## src/rtl/gpreg_xfer_seq_if.sv

```systemverilog
// gpreg_xfer_seq_if: command and strobe bundle between the instruction decoder
// (master), the transfer sequencer (slave) and the gpreg bank control inputs.
interface gpreg_xfer_seq_if #(
    parameter int NREGS = 4,
    parameter int IDX_W = 2
) ();
    logic             REQ;
    logic             OP;
    logic [IDX_W-1:0] SRC;
    logic [IDX_W-1:0] DST;
    logic             ACK;
    logic             BUSY;
    logic             DONE;
    logic             ERR;
    logic [NREGS-1:0] ASSERT_MAIN_bar;
    logic [NREGS-1:0] LOAD;
    logic [NREGS-1:0] CLEAR_bar;

    modport master (
        output REQ, OP, SRC, DST,
        input  ACK, BUSY, DONE, ERR, ASSERT_MAIN_bar, LOAD, CLEAR_bar
    );

    modport slave (
        input  REQ, OP, SRC, DST,
        output ACK, BUSY, DONE, ERR, ASSERT_MAIN_bar, LOAD, CLEAR_bar
    );
endinterface

```

## src/rtl/gpreg_xfer_seq.sv

```systemverilog
// gpreg_xfer_seq: sequences one move (SRC->DST over the main bus) or clear of a
// gpreg bank per command: bus/clear strobe, LOAD rise, LOAD fall (capture),
// release with DONE. All outputs are registered and reflect the state entered.
// Optional clear support is compiled in with `define GPREG_XFER_CLEAR_EN.
module gpreg_xfer_seq #(
    parameter int NREGS      = 4,
    parameter int IDX_W      = 2,
    parameter int DELAY_RISE = 0,
    parameter int DELAY_FALL = 0
) (
    input logic              CLK,
    input logic              RESET,
    gpreg_xfer_seq_if.slave  bus
);
    typedef enum logic [2:0] {
        S_IDLE,
        S_DRIVE,
        S_LOAD_HI,
        S_LOAD_LO,
        S_FIN
    } state_t;

    state_t           r_state;
    state_t           w_state_nxt;

    logic [IDX_W-1:0] r_src;
    logic [IDX_W-1:0] r_dst;
    logic [IDX_W-1:0] w_src;
    logic [IDX_W-1:0] w_dst;
    logic             w_op;
    logic [NREGS-1:0] w_src_oh;
    logic [NREGS-1:0] w_dst_oh;

    logic             w_dst_ok;
    logic             w_src_ok;
    logic             w_legal;
    logic             w_strobe;

    logic             r_ack, r_busy, r_done, r_err;
    logic             w_ack, w_busy, w_done, w_err;
    logic [NREGS-1:0] r_amb, r_load;
    logic [NREGS-1:0] w_amb, w_load;

`ifdef GPREG_XFER_CLEAR_EN
    logic             r_op;
    logic [NREGS-1:0] r_clrb;
    logic [NREGS-1:0] w_clrb;
`endif

    // Delay parameters only annotate simulation timing; they shape no logic.
    logic w_unused_dly;
    assign w_unused_dly = (DELAY_RISE != 0) || (DELAY_FALL != 0);

    // Command fields: live inputs while IDLE (acceptance edge), latched copy after.
    always_comb begin
        w_src = (r_state == S_IDLE) ? bus.SRC : r_src;
        w_dst = (r_state == S_IDLE) ? bus.DST : r_dst;
`ifdef GPREG_XFER_CLEAR_EN
        w_op  = (r_state == S_IDLE) ? bus.OP : r_op;
`else
        w_op  = 1'b0;
`endif
        w_src_oh = NREGS'(1) << w_src;
        w_dst_oh = NREGS'(1) << w_dst;
    end

    // Legality of the command presented on the inputs.
    always_comb begin
        w_dst_ok = int'(bus.DST) < NREGS;
        w_src_ok = int'(bus.SRC) < NREGS;
`ifdef GPREG_XFER_CLEAR_EN
        w_legal  = w_dst_ok && (bus.OP || (w_src_ok && (bus.SRC != bus.DST)));
`else
        w_legal  = w_dst_ok && !bus.OP && w_src_ok && (bus.SRC != bus.DST);
`endif
    end

    // Next state plus next registered outputs, derived from the state being entered.
    always_comb begin
        w_state_nxt = r_state;
        w_ack       = 1'b0;
        w_err       = 1'b0;
        case (r_state)
            S_IDLE: begin
                if (bus.REQ) begin
                    if (w_legal) begin
                        w_state_nxt = S_DRIVE;
                        w_ack       = 1'b1;
                    end else begin
                        w_err       = 1'b1;
                    end
                end
            end
            S_DRIVE:   w_state_nxt = S_LOAD_HI;
            S_LOAD_HI: w_state_nxt = S_LOAD_LO;
            S_LOAD_LO: w_state_nxt = S_FIN;
            S_FIN:     w_state_nxt = S_IDLE;
            default:   w_state_nxt = S_IDLE;
        endcase

        // Bus/clear strobe spans DRIVE..LOAD_LO so it brackets both LOAD edges.
        w_strobe = (w_state_nxt == S_DRIVE) || (w_state_nxt == S_LOAD_HI) ||
                   (w_state_nxt == S_LOAD_LO);
        w_busy   = (w_state_nxt != S_IDLE);
        w_done   = (w_state_nxt == S_FIN);
        w_load   = (w_state_nxt == S_LOAD_HI) ? w_dst_oh : '0;
        w_amb    = (w_strobe && !w_op) ? ~w_src_oh : '1;
`ifdef GPREG_XFER_CLEAR_EN
        w_clrb   = (w_strobe && w_op) ? ~w_dst_oh : '1;
`endif
    end

    // State register.
    always_ff @(posedge CLK) begin
        if (RESET) r_state <= S_IDLE;
        else       r_state <= w_state_nxt;
    end

    // Output registers and command latch (latched on any REQ seen in IDLE).
    always_ff @(posedge CLK) begin
        if (RESET) begin
            r_ack  <= 1'b0;
            r_busy <= 1'b0;
            r_done <= 1'b0;
            r_err  <= 1'b0;
            r_amb  <= '1;
            r_load <= '0;
            r_src  <= '0;
            r_dst  <= '0;
`ifdef GPREG_XFER_CLEAR_EN
            r_op   <= 1'b0;
            r_clrb <= '1;
`endif
        end else begin
            r_ack  <= w_ack;
            r_busy <= w_busy;
            r_done <= w_done;
            r_err  <= w_err;
            r_amb  <= w_amb;
            r_load <= w_load;
`ifdef GPREG_XFER_CLEAR_EN
            r_clrb <= w_clrb;
`endif
            if ((r_state == S_IDLE) && bus.REQ) begin
                r_src <= bus.SRC;
                r_dst <= bus.DST;
`ifdef GPREG_XFER_CLEAR_EN
                r_op  <= bus.OP;
`endif
            end
        end
    end

    assign bus.ACK             = r_ack;
    assign bus.BUSY            = r_busy;
    assign bus.DONE            = r_done;
    assign bus.ERR             = r_err;
    assign bus.ASSERT_MAIN_bar = r_amb;
    assign bus.LOAD            = r_load;
`ifdef GPREG_XFER_CLEAR_EN
    assign bus.CLEAR_bar       = r_clrb;
`else
    assign bus.CLEAR_bar       = '1;
`endif
endmodule
```

## src/flat_wrapper.sv

```systemverilog
// flat-port wrapper written by rule: the top's interface ports become plain ports
module gpreg_xfer_seq_flat 
#(
    parameter int NREGS      = 4,
    parameter int IDX_W      = 2,
    parameter int DELAY_RISE = 0,
    parameter int DELAY_FALL = 0
)
  (CLK, RESET, bus_REQ, bus_OP, bus_SRC, bus_DST, bus_ACK, bus_BUSY, bus_DONE, bus_ERR, bus_ASSERT_MAIN_bar, bus_LOAD, bus_CLEAR_bar);
  gpreg_xfer_seq_if #(.NREGS(NREGS), .IDX_W(IDX_W)) bus_i ();
  input logic CLK;
  input logic RESET;
  input wire logic [$bits(bus_i.REQ)-1:0] bus_REQ;
  input wire logic [$bits(bus_i.OP)-1:0] bus_OP;
  input wire logic [$bits(bus_i.SRC)-1:0] bus_SRC;
  input wire logic [$bits(bus_i.DST)-1:0] bus_DST;
  output wire logic [$bits(bus_i.ACK)-1:0] bus_ACK;
  output wire logic [$bits(bus_i.BUSY)-1:0] bus_BUSY;
  output wire logic [$bits(bus_i.DONE)-1:0] bus_DONE;
  output wire logic [$bits(bus_i.ERR)-1:0] bus_ERR;
  output wire logic [$bits(bus_i.ASSERT_MAIN_bar)-1:0] bus_ASSERT_MAIN_bar;
  output wire logic [$bits(bus_i.LOAD)-1:0] bus_LOAD;
  output wire logic [$bits(bus_i.CLEAR_bar)-1:0] bus_CLEAR_bar;
  assign bus_i.REQ = bus_REQ;
  assign bus_i.OP = bus_OP;
  assign bus_i.SRC = bus_SRC;
  assign bus_i.DST = bus_DST;
  assign bus_ACK = bus_i.ACK;
  assign bus_BUSY = bus_i.BUSY;
  assign bus_DONE = bus_i.DONE;
  assign bus_ERR = bus_i.ERR;
  assign bus_ASSERT_MAIN_bar = bus_i.ASSERT_MAIN_bar;
  assign bus_LOAD = bus_i.LOAD;
  assign bus_CLEAR_bar = bus_i.CLEAR_bar;
  gpreg_xfer_seq #(.NREGS(NREGS), .IDX_W(IDX_W), .DELAY_RISE(DELAY_RISE), .DELAY_FALL(DELAY_FALL)) u_core (.CLK(CLK), .RESET(RESET), .bus(bus_i));
endmodule
```

## config.mk

```make
export PLATFORM = sky130hd
export DESIGN_NAME = gpreg_xfer_seq_flat
export DESIGN_NICKNAME = d
export VERILOG_FILES = /design/src/rtl/gpreg_xfer_seq_if.sv /design/src/rtl/gpreg_xfer_seq.sv /design/src/flat_wrapper.sv
export SDC_FILE = /design/constraint.sdc
export NUM_CORES = 1
export LEC_CHECK = 0
export CAP_MARGIN = 20
export CORE_MARGIN = 8
export CORE_UTILIZATION = 43
export DETAILED_ROUTE_END_ITERATION = 10
export GPL_ROUTABILITY_DRIVEN = 0
export PLACE_DENSITY = 0.75
export SLEW_MARGIN = 20
export SYNTH_ARGS = -nofsm -noshare
export SYNTH_HDL_FRONTEND = slang
export SYNTH_SLANG_ARGS = --single-unit
```

## constraint.sdc

```tcl
create_clock -name CLK -period 1.7 [get_ports CLK]
set_input_delay 0.17 -clock CLK [delete_from_list [all_inputs] [get_ports CLK]]
set_output_delay 0.17 -clock CLK [all_outputs]
set_load 0.005 [all_outputs]
```

Word-level counts from Yosys, hierarchy flattened. Cells that the tools add are included.

Flip-flop bits (word level): 19.

Shift operators: 2. Bitwise gates (word level): 5. Reductions and logical operators: 10. Equality and inequality tests: 8. Multiplexer cells: 7.

Operator list (count): 3-bit by 2-bit == test with 1-bit output, second input constant (4); 3-bit case mux with 4 select lines (1); 1-bit by 2-bit << shifter with 4-bit output, first input constant (2); 3-bit by 1-bit == test with 1-bit output, second input constant (2); 3-bit two-way mux (2); 2-bit two-way mux (2); 1-bit NOT (4); 4-bit NOT (1); 2-bit OR reduction (2); 3-bit == test, second input constant (1); 3-bit logical NOT (1); 3-bit nonzero test (1); 3-bit OR reduction (1); 1-bit logical AND (2); 1-bit logical OR (2); 1-bit two-way mux (2); 2-bit != test (1); 1-bit logical NOT (1).

Logic depth before layout (Yosys ltp). Gate-level depths: netlist of run 1.

Depth in word-level cells: 10. Mapped depth: 5.

Worst setup path before layout of run 1. No wires, ideal clock.

Kind: register to register. Start: register u_core.r_state[0]. End: register u_core.r_dst[0]. Data arrival time: 1075 ps. Clock period less this slack: 1189 ps. Cell stages (with the launch flop): 6. Path slack: 511 ps. Cell sequence: dfxtp_1 > nor3_4 > and2_1 > buf_6 > mux2i_1 > nor2_1.

Cells in the longest elaborated chain, start to end: 2.

RTL lines: from (decl) (line gpreg_xfer_seq.sv:23) `state_t r_state;`; from (signal assigned) (line gpreg_xfer_seq.sv:116) `else r_state <= w_state_nxt;`; 3-bit logical NOT (line gpreg_xfer_seq.sv:144) `if ((r_state == S_IDLE) && bus.REQ) begin`; 1-bit logical AND (line gpreg_xfer_seq.sv:144); to (signal assigned) (line gpreg_xfer_seq.sv:146) `r_dst <= bus.DST;`; to (decl) (line gpreg_xfer_seq.sv:27) `logic [IDX_W-1:0] r_dst;`.

No other way between the ends. A chain may end at the register's enable or synchronous reset.

Worst setup path in the final report of run 1.
Start: register u_core.r_state[0]. End: register u_core.r_amb[2], in the netlist u_core.bus.ASSERT_MAIN_bar[2].

Cells in the longest elaborated chain, start to end: 8. Elaborated cells between the ends (all ways): 17. Classes of those cells: eq/ne (6); shift (1); mux (4); bitwise (2); reduce/logical (4).

RTL lines: 3-bit two-way mux (line gpreg_xfer_seq.sv:86) `if (w_legal) begin`; 3-bit two-way mux (line gpreg_xfer_seq.sv:85) `if (bus.REQ) begin`; 3-bit case mux with 4 select lines (line gpreg_xfer_seq.sv:83) `case (r_state)`; 3-bit by 1-bit == test with 1-bit output / 3-bit by 2-bit == test with 1-bit output (equally long branches) (line gpreg_xfer_seq.sv:102) `w_strobe = (w_state_nxt == S_DRIVE) || (w_state_nxt == S_LOAD_HI) ||`; 1-bit logical OR (2 in series) (line gpreg_xfer_seq.sv:102); 1-bit NOT (no line); 2-bit OR reduction (no line); to (signal assigned) (line gpreg_xfer_seq.sv:139) `r_amb <= w_amb;`; to (decl) (line gpreg_xfer_seq.sv:41) `logic [NREGS-1:0] r_amb, r_load;`.

Several ways; a longest one is shown, not always the timed one.

==> results of run 1 <==
-- synth_stat cells (2+ instances only) --
cell	n	share of area, %
mux2i_1	4	5.4
nor2_1	13	6.6
nor3b_1	4	4.0
buf_4	4	4.0
nand2_1	6	3.0
nor3_1	3	2.0
nor3b_2	2	3.4
a21oi_1	2	1.3
o21ai_0	3	2.0
xnor2_1	3	3.5
nand3_1	3	2.0
dfxtp_1	19	51
-- layout make-up --
cell class | instances | area share (%)
flip-flops and latches | 19 | 39.8
well taps | 17 | 2.23
clock inverters | 1 | 0.524
clock buffers | 3 | 2.36
inverters | 1 | 0.393
repair buffers | 20 | 20.7
multi-input cells | 54 | 33.9
-- final timing paths --
kind                                                                  to  slack [ps]  depth (start not counted)
worst min-delay path                       u_core.bus.LOAD[2]$_SDFF_PP0_         500                          2
worst max register to register  u_core.bus.ASSERT_MAIN_bar[2]$_SDFF_PP1_         350                          3
worst min register to register             u_core.bus.LOAD[2]$_SDFF_PP0_         500                          2
worst max-delay path            u_core.bus.ASSERT_MAIN_bar[2]$_SDFF_PP1_         350                          3
-- cell families after synthesis --
kind of cell | after synthesis | synth area share, %
compound gates | 7 | 6.06
xor+xnor | 3 | 3.54
buf+inv | 7 | 6.73
flops | 19 | 51.2
mux | 4 | 5.39
other cells | 1 | 0.505
simple gates | 36 | 26.6
-- state kept, by name, indices dropped and copies added, names as in the netlist, 2 cells and up --
name	count
u_core.bus.ASSERT_MAIN_bar	4
u_core.bus.LOAD	4
u_core.r_dst	2
u_core.r_src	2
u_core.r_state	3
-- per-layer routing --
layer	global-route usage (%)	up-vias	routed length (um)
met5	0	-	0
met4	9.64	0	65
met3	3.14	5	92
met2	16.6	22	662
met1	10.6	259	667
li1	-	293	-
-- power breakdown --
part	switching (mW)	leakage, nW	internal, mW	total [mW]
combinational	0.0664	0.214	0.0809	0.147
sequential	0.0239	0.155	0.470	0.494
clock	0.144	0.0177	0.0880	0.232
total	0.234	0.387	0.639	0.873
-- worst max-delay path, delay by kind of cell (launching register included) --
| kind | cells | cell delay (ps) |
|---|---|---|
| flops | 1 | 410 |
| simple gates | 2 | 680 |
| compound gates | 1 | 150 |
-- layout by cell type (no fill, tap or decap), types with 3 or more instances in the layout --
master           netlist  routed
mux2i_1                4       4
xnor2_1                3       3
nand3_1                3       3
nor3b_1                4       4
nor2_1                13      13
nand2_1                6       6
clkdlybuf4s50_1        0      19
clkbuf_4               0       3
o21ai_0                3       3
nor3_1                 3       3
conb_1                 1       4
dfxtp_1               19      19
-- stage by stage --
stage	setup slack (ps)	util (%)	instances	instance area (um2)
after global placement	197	55.5	111	927
after CTS	345	57.2	115	955
final	345	57.2	115	955
after floorplan	511	-	80	754
after global routing	230	57.2	115	955
after detailed placement	100	55.5	111	927
==> qor.csv, run 1 <==
stage,metric,value,unit
run_status,run status,"finished, final reports clean",
synthesis,post-synthesis sequential area ratio,51.2,%
critical_path,WP data arrival,1530,ps
grt,initial antenna violation count,0,
synthesis,Post-synth ARST share,0,%
detailed_routing,via density per instance,5.03,
critical_path,Crit. Startpoint,u_core.r_state[0]$_SDFF_PP0_,
critical_path,"slowest stage cell, crit path",or3_1,
timing,max-slew violation count,0,
critical_path,reg-to-reg startpoint,u_core.r_state[0]$_SDFF_PP0_,
timing,final hold slack,499,ps
timing,clock skew,4.12,ps
placement,dpl hpwl,1160,um
grt,"Remaining Overflow, GRT",0,
detailed_routing,vias post-DR,579,
placement,IO Port Bufs,19,
grt,largest net degree at the start of global routing,12,
critical_path,critical path endpoint category,register,
floorplan,die width,57.6,um
cells_and_area,sequential cell area,380,um2
synthesis,register bit total from synthesis,19,
detailed_routing,DRC Markers,0,
floorplan,core area,1670,um2
detailed_routing,final wirelength,1490,um
pwr,worst vdd ir,0.000323,V
pwr,Tot Pwr,873,uW
grt,vias in the first global route,578,
synthesis,Avg Inst Size Synth,9.65,um2
synthesis,synthesized instance count,77,
synthesis,post-synthesis instance area,743,um2
floorplan,die area,3310,um2
clock_tree,H-tree Lvls,1,
floorplan,top-level port count,24,
pwr,Pleak,0.387,nW
timing,crit share post-route,79.7,%
detailed_routing,Detailed Routing Iterations Pass 1,4,
synthesis,Yosys warning total,0,
synthesis,Post-synth EDFFs,0,
timing,min Tclk post-route,1350,ps
detailed_routing,initial DRC count,10,
pwr,power density over the cells,915,nW/um2
grt,first-pass GRT wire length,2570,um
timing,setup TNS,0,ps
clock_tree,CTS Buf Count,3,
clock_tree,CTS sink cnt,19,
clock_tree,CTS tree,built,
timing,final hold vios,0,
clock_tree,"Reg clk slew, reported paths",110,ps
floorplan,Initial Util,44.5,%
cells_and_area,area of the multi-input gates,324,um2
detailed_routing,Post-DRT Antenna Nets,0,
synthesis,dominant synthesized flop cell,dfxtp_1,
grt,GR Util All Layers,10.4,%
clock_tree,Post-CTS Setup Inserts,0,
clock_tree,hold-fix buffer count after cts,0,
critical_path,maximum fanout along the worst path,7,
clock_tree,Worst-Skew Late Latency,310,ps
floorplan,Std-Cell Rows,15,
hold_path,hold path start,u_core.r_dst[1]$_SDFFE_PP0P_,
critical_path,max incr delay on CP,460,ps
timing,final setup vio count,0,
hold_path,hold crit path type,register to register,
critical_path,CP startpoint kind,register,
timing,unrepaired setup endpoints after global routing,false,
synthesis,"Distinct cells, synth",23,
critical_path,cell breakdown of the critical path,or3_1 > nor3b_1 > o21ai_0,
cells_and_area,layout cell share with drive strength beyond 1,10.2,%
clock_tree,post-cts resize count,0,
cells_and_area,Total Nets Final,107,
critical_path,Critical Path RT,1880,ps
job,MaxCap Viol Count,0,
clock_tree,CTS Root Cell,clkbuf_4,
cells_and_area,area delta synth->final,28.5,%
floorplan,die height,57.6,um
critical_path,worst setup path class,register to register,
timing,fmax,738,MHz
detailed_routing,mean routed wirelength per cell,12.9,um
cells_and_area,n_diodes,0,
clock_tree,Clock Path Buffers,2,
cells_and_area,Fillers,158,
No activity file was read; power rests on OpenSTA's default activity.
==> run 2: changes to the inputs <==
- clock period: 1.7 -> 1.29 ns (I/O delays scaled with it)
==> qor.csv, run 2 (same netlist as run 1, synthesis figures left out) <==
stage,metric,value,unit,change
detailed_routing,DRC Markers,0,,unchanged
critical_path,max incr delay on CP,490,ps,was 460 ps
floorplan,Initial Util,44.5,%,unchanged
detailed_routing,Post-DRT Antenna Nets,0,,unchanged
cells_and_area,layout cell share with drive strength beyond 1,24.5,%,was 10.2%
critical_path,maximum fanout along the worst path,1,,was 7
grt,gr busiest metal,met2,,unchanged
critical_path,Crit path depth,1,,was 3
timing,max-slew violation count,0,,unchanged
grt,largest net degree at the start of global routing,12,,unchanged
grt,met1 usage,10.6,%,about the same
timing,min Tclk post-route,1240,ps,
cells_and_area,post-route design area,1060,um2,was 955 um2
grt,"Remaining Overflow, GRT",0,,unchanged
critical_path,critical path endpoint category,output pin,,was register
placement,dpl hpwl,1260,um,was 1160 um
placement,DP Area,987,um2,was 927 um2
placement,IO Port Bufs,19,,unchanged
floorplan,die area,3310,um2,unchanged
pwr,power density over the cells,1120,nW/um2,was 915 nW/um2
timing,final hold slack,491,ps,was 499 ps
clock_tree,CTS tree,built,,unchanged
critical_path,Crit. Startpoint,u_core.bus.BUSY$_SDFF_PP0_,,was u_core.r_state[0]$_SDFF_PP0_
hold_path,hold crit path type,register to register,,unchanged
critical_path,worst setup path class,register to output pin,,was register to register
clock_tree,H-tree Lvls,1,,unchanged
clock_tree,Worst-Skew Late Latency,300,ps,was 310 ps
cells_and_area,area delta synth->final,42.3,%,was 28.5%
detailed_routing,final wirelength,1580,um,was 1490 um
grt,GR Util All Layers,10.0,%,was 10.4%
pwr,worst vdd ir,0.000690,V,was 0.000323 V
grt,vias in the first global route,581,,was 578
critical_path,CP top delay family,buffers and inverters,,was simple AND/OR/NAND/NOR gates
job,MaxCap Viol Count,0,,unchanged
timing,final setup vio count,0,,unchanged
pwr,Pleak,0.537,nW,was 0.387 nW
run_status,run status,"finished, final reports clean",,unchanged
critical_path,Setup crit end,bus_BUSY,,was u_core.bus.ASSERT_MAIN_bar[2]$_SDFF_PP1_
placement,placed insts,119,,was 111
critical_path,reg-to-reg startpoint,u_core.r_state[0]$_SDFF_PP0_,,unchanged
cells_and_area,non-filler instance count after layout,123,,was 115
cells_and_area,most frequent cells in the layout,"dfxtp_1, nor2_1, clkdlybuf4s50_1",,"was clkdlybuf4s50_1, dfxtp_1, nor2_1"
clock_tree,CTS Buf Count,3,,unchanged
floorplan,core area,1670,um2,unchanged
timing,fmax,809,MHz,
detailed_routing,Detailed Routing Iterations Pass 1,4,,unchanged
floorplan,top-level port count,24,,unchanged
critical_path,"slowest stage cell, crit path",clkdlybuf4s50_1,,was or3_1
detailed_routing,initial DRC count,13,,was 10
clock_tree,"Reg clk slew, reported paths",110,ps,about the same
detailed_routing,vias post-DR,603,,was 579
cells_and_area,"most common cell after layout, fill and taps aside",dfxtp_1,,
critical_path,Critical Path RT,1160,ps,was 1880 ps
grt,met3 Use GR,2.24,%,was 3.14%
cells_and_area,Fillers,140,,was 158
grt,initial antenna violation count,0,,unchanged
critical_path,cell breakdown of the critical path,clkdlybuf4s50_1,,was or3_1 > nor3b_1 > o21ai_0
grt,first-pass GRT wire length,2640,um,was 2570 um
critical_path,Buf/Inv on CP,1,,was 0
timing,setup TNS,0,ps,unchanged
critical_path,CP startpoint kind,register,,unchanged
timing,unrepaired setup endpoints after global routing,false,,unchanged
critical_path,FF-to-FF path depth,3,,unchanged
detailed_routing,via density per instance,4.90,,was 5.03
cells_and_area,n_diodes,0,,unchanged
grt,GR Util met2,17.8,%,was 16.6%
clock_tree,Clock Path Buffers,2,,unchanged
critical_path,worst reg-to-reg setup slack,60,ps,was 350 ps
clock_tree,CTS sink cnt,19,,unchanged
critical_path,reg2reg end,u_core.bus.ASSERT_MAIN_bar[1]$_SDFF_PP1_,,was u_core.bus.ASSERT_MAIN_bar[2]$_SDFF_PP1_
timing,clock skew,7.25,ps,was 4.12 ps
floorplan,Std-Cell Rows,15,,unchanged
floorplan,die height,57.6,um,unchanged
timing,final hold vios,0,,unchanged
clock_tree,Post-CTS Setup Inserts,0,,unchanged
cells_and_area,Total Nets Final,115,,was 107
floorplan,die width,57.6,um,unchanged
detailed_routing,mean routed wirelength per cell,12.8,um,was 12.9 um
critical_path,WP data arrival,1110,ps,was 1530 ps
clock_tree,CTS Root Cell,clkbuf_4,,unchanged
timing,crit share post-route,95.9,%,
-- run 2: final cells by class --
| type | instances | area (um2) | share of cell area [%] |
|---|---|---|---|
| clock inverter | 1 | 5.00 | 0.473 |
| clock buffer | 3 | 22.5 | 2.13 |
| tap | 17 | 21.3 | 2.01 |
| sequential | 19 | 385 | 36.4 |
| inverter | 1 | 3.75 | 0.355 |
| multi-input combinational | 54 | 344 | 32.5 |
| timing repair buffer | 28 | 275 | 26.0 |
-- run 2: metal layers --
layer  up-vias  share of wire, %  routed length (um)
met1       267                45                 702
met2        21                48                 752
met3         4               5.1                  81
met4         0               2.5                  39
li1        311                 -                   -
met5         -                 0                   0
-- run 2: how the worst min path moves through the flow --
stage                                       from                       endpoint  slack, ps  cells past startpoint
global placement    u_core.r_dst[1]$_SDFFE_PP0P_  u_core.bus.LOAD[1]$_SDFF_PP0_        470                      1
floorplan                                  RESET   u_core.r_dst[0]$_SDFFE_PP0P_        200                      1
finish              u_core.r_dst[0]$_SDFFE_PP0P_  u_core.bus.LOAD[1]$_SDFF_PP0_        490                      2
detailed placement  u_core.r_dst[1]$_SDFFE_PP0P_  u_core.bus.LOAD[1]$_SDFF_PP0_        480                      1
global route                          bus_DST[1]   u_core.r_dst[1]$_SDFFE_PP0P_        510                      3
CTS                 u_core.r_dst[0]$_SDFFE_PP0P_  u_core.bus.LOAD[1]$_SDFF_PP0_        500                      2
-- run 2: repair_timing --
action	in CTS	in global routing
setup endpoints to repair	1	13
hold buffers	0	0
hold endpoints to repair	0	0
gates resized for setup	2	14
-- run 2: power by group --
part,total (mW),leakage [nW],internal (mW),switching (mW)
logic,0.229,0.364,0.135,0.0943
registers,0.655,0.156,0.622,0.0334
clock network,0.300,0.0177,0.115,0.185
total,1.18,0.537,0.872,0.312
-- run 2: metrics by stage --
stage               util, %  power, mW  worst slack [ps]
floorplan                 -      0.787               101
global placement       59.1      0.878             -54.8
detailed placement     59.1      0.884              -123
CTS                    61.1       1.19              21.5
global route           63.3       1.26             0.628
finish                 63.3       1.18              53.5
==> run 3: changes to the inputs <==
- CTS_CLUSTER_SIZE: unset -> 40
==> results of run 3 <==
Final layout, timing and power as in run 2 (identical DEF).
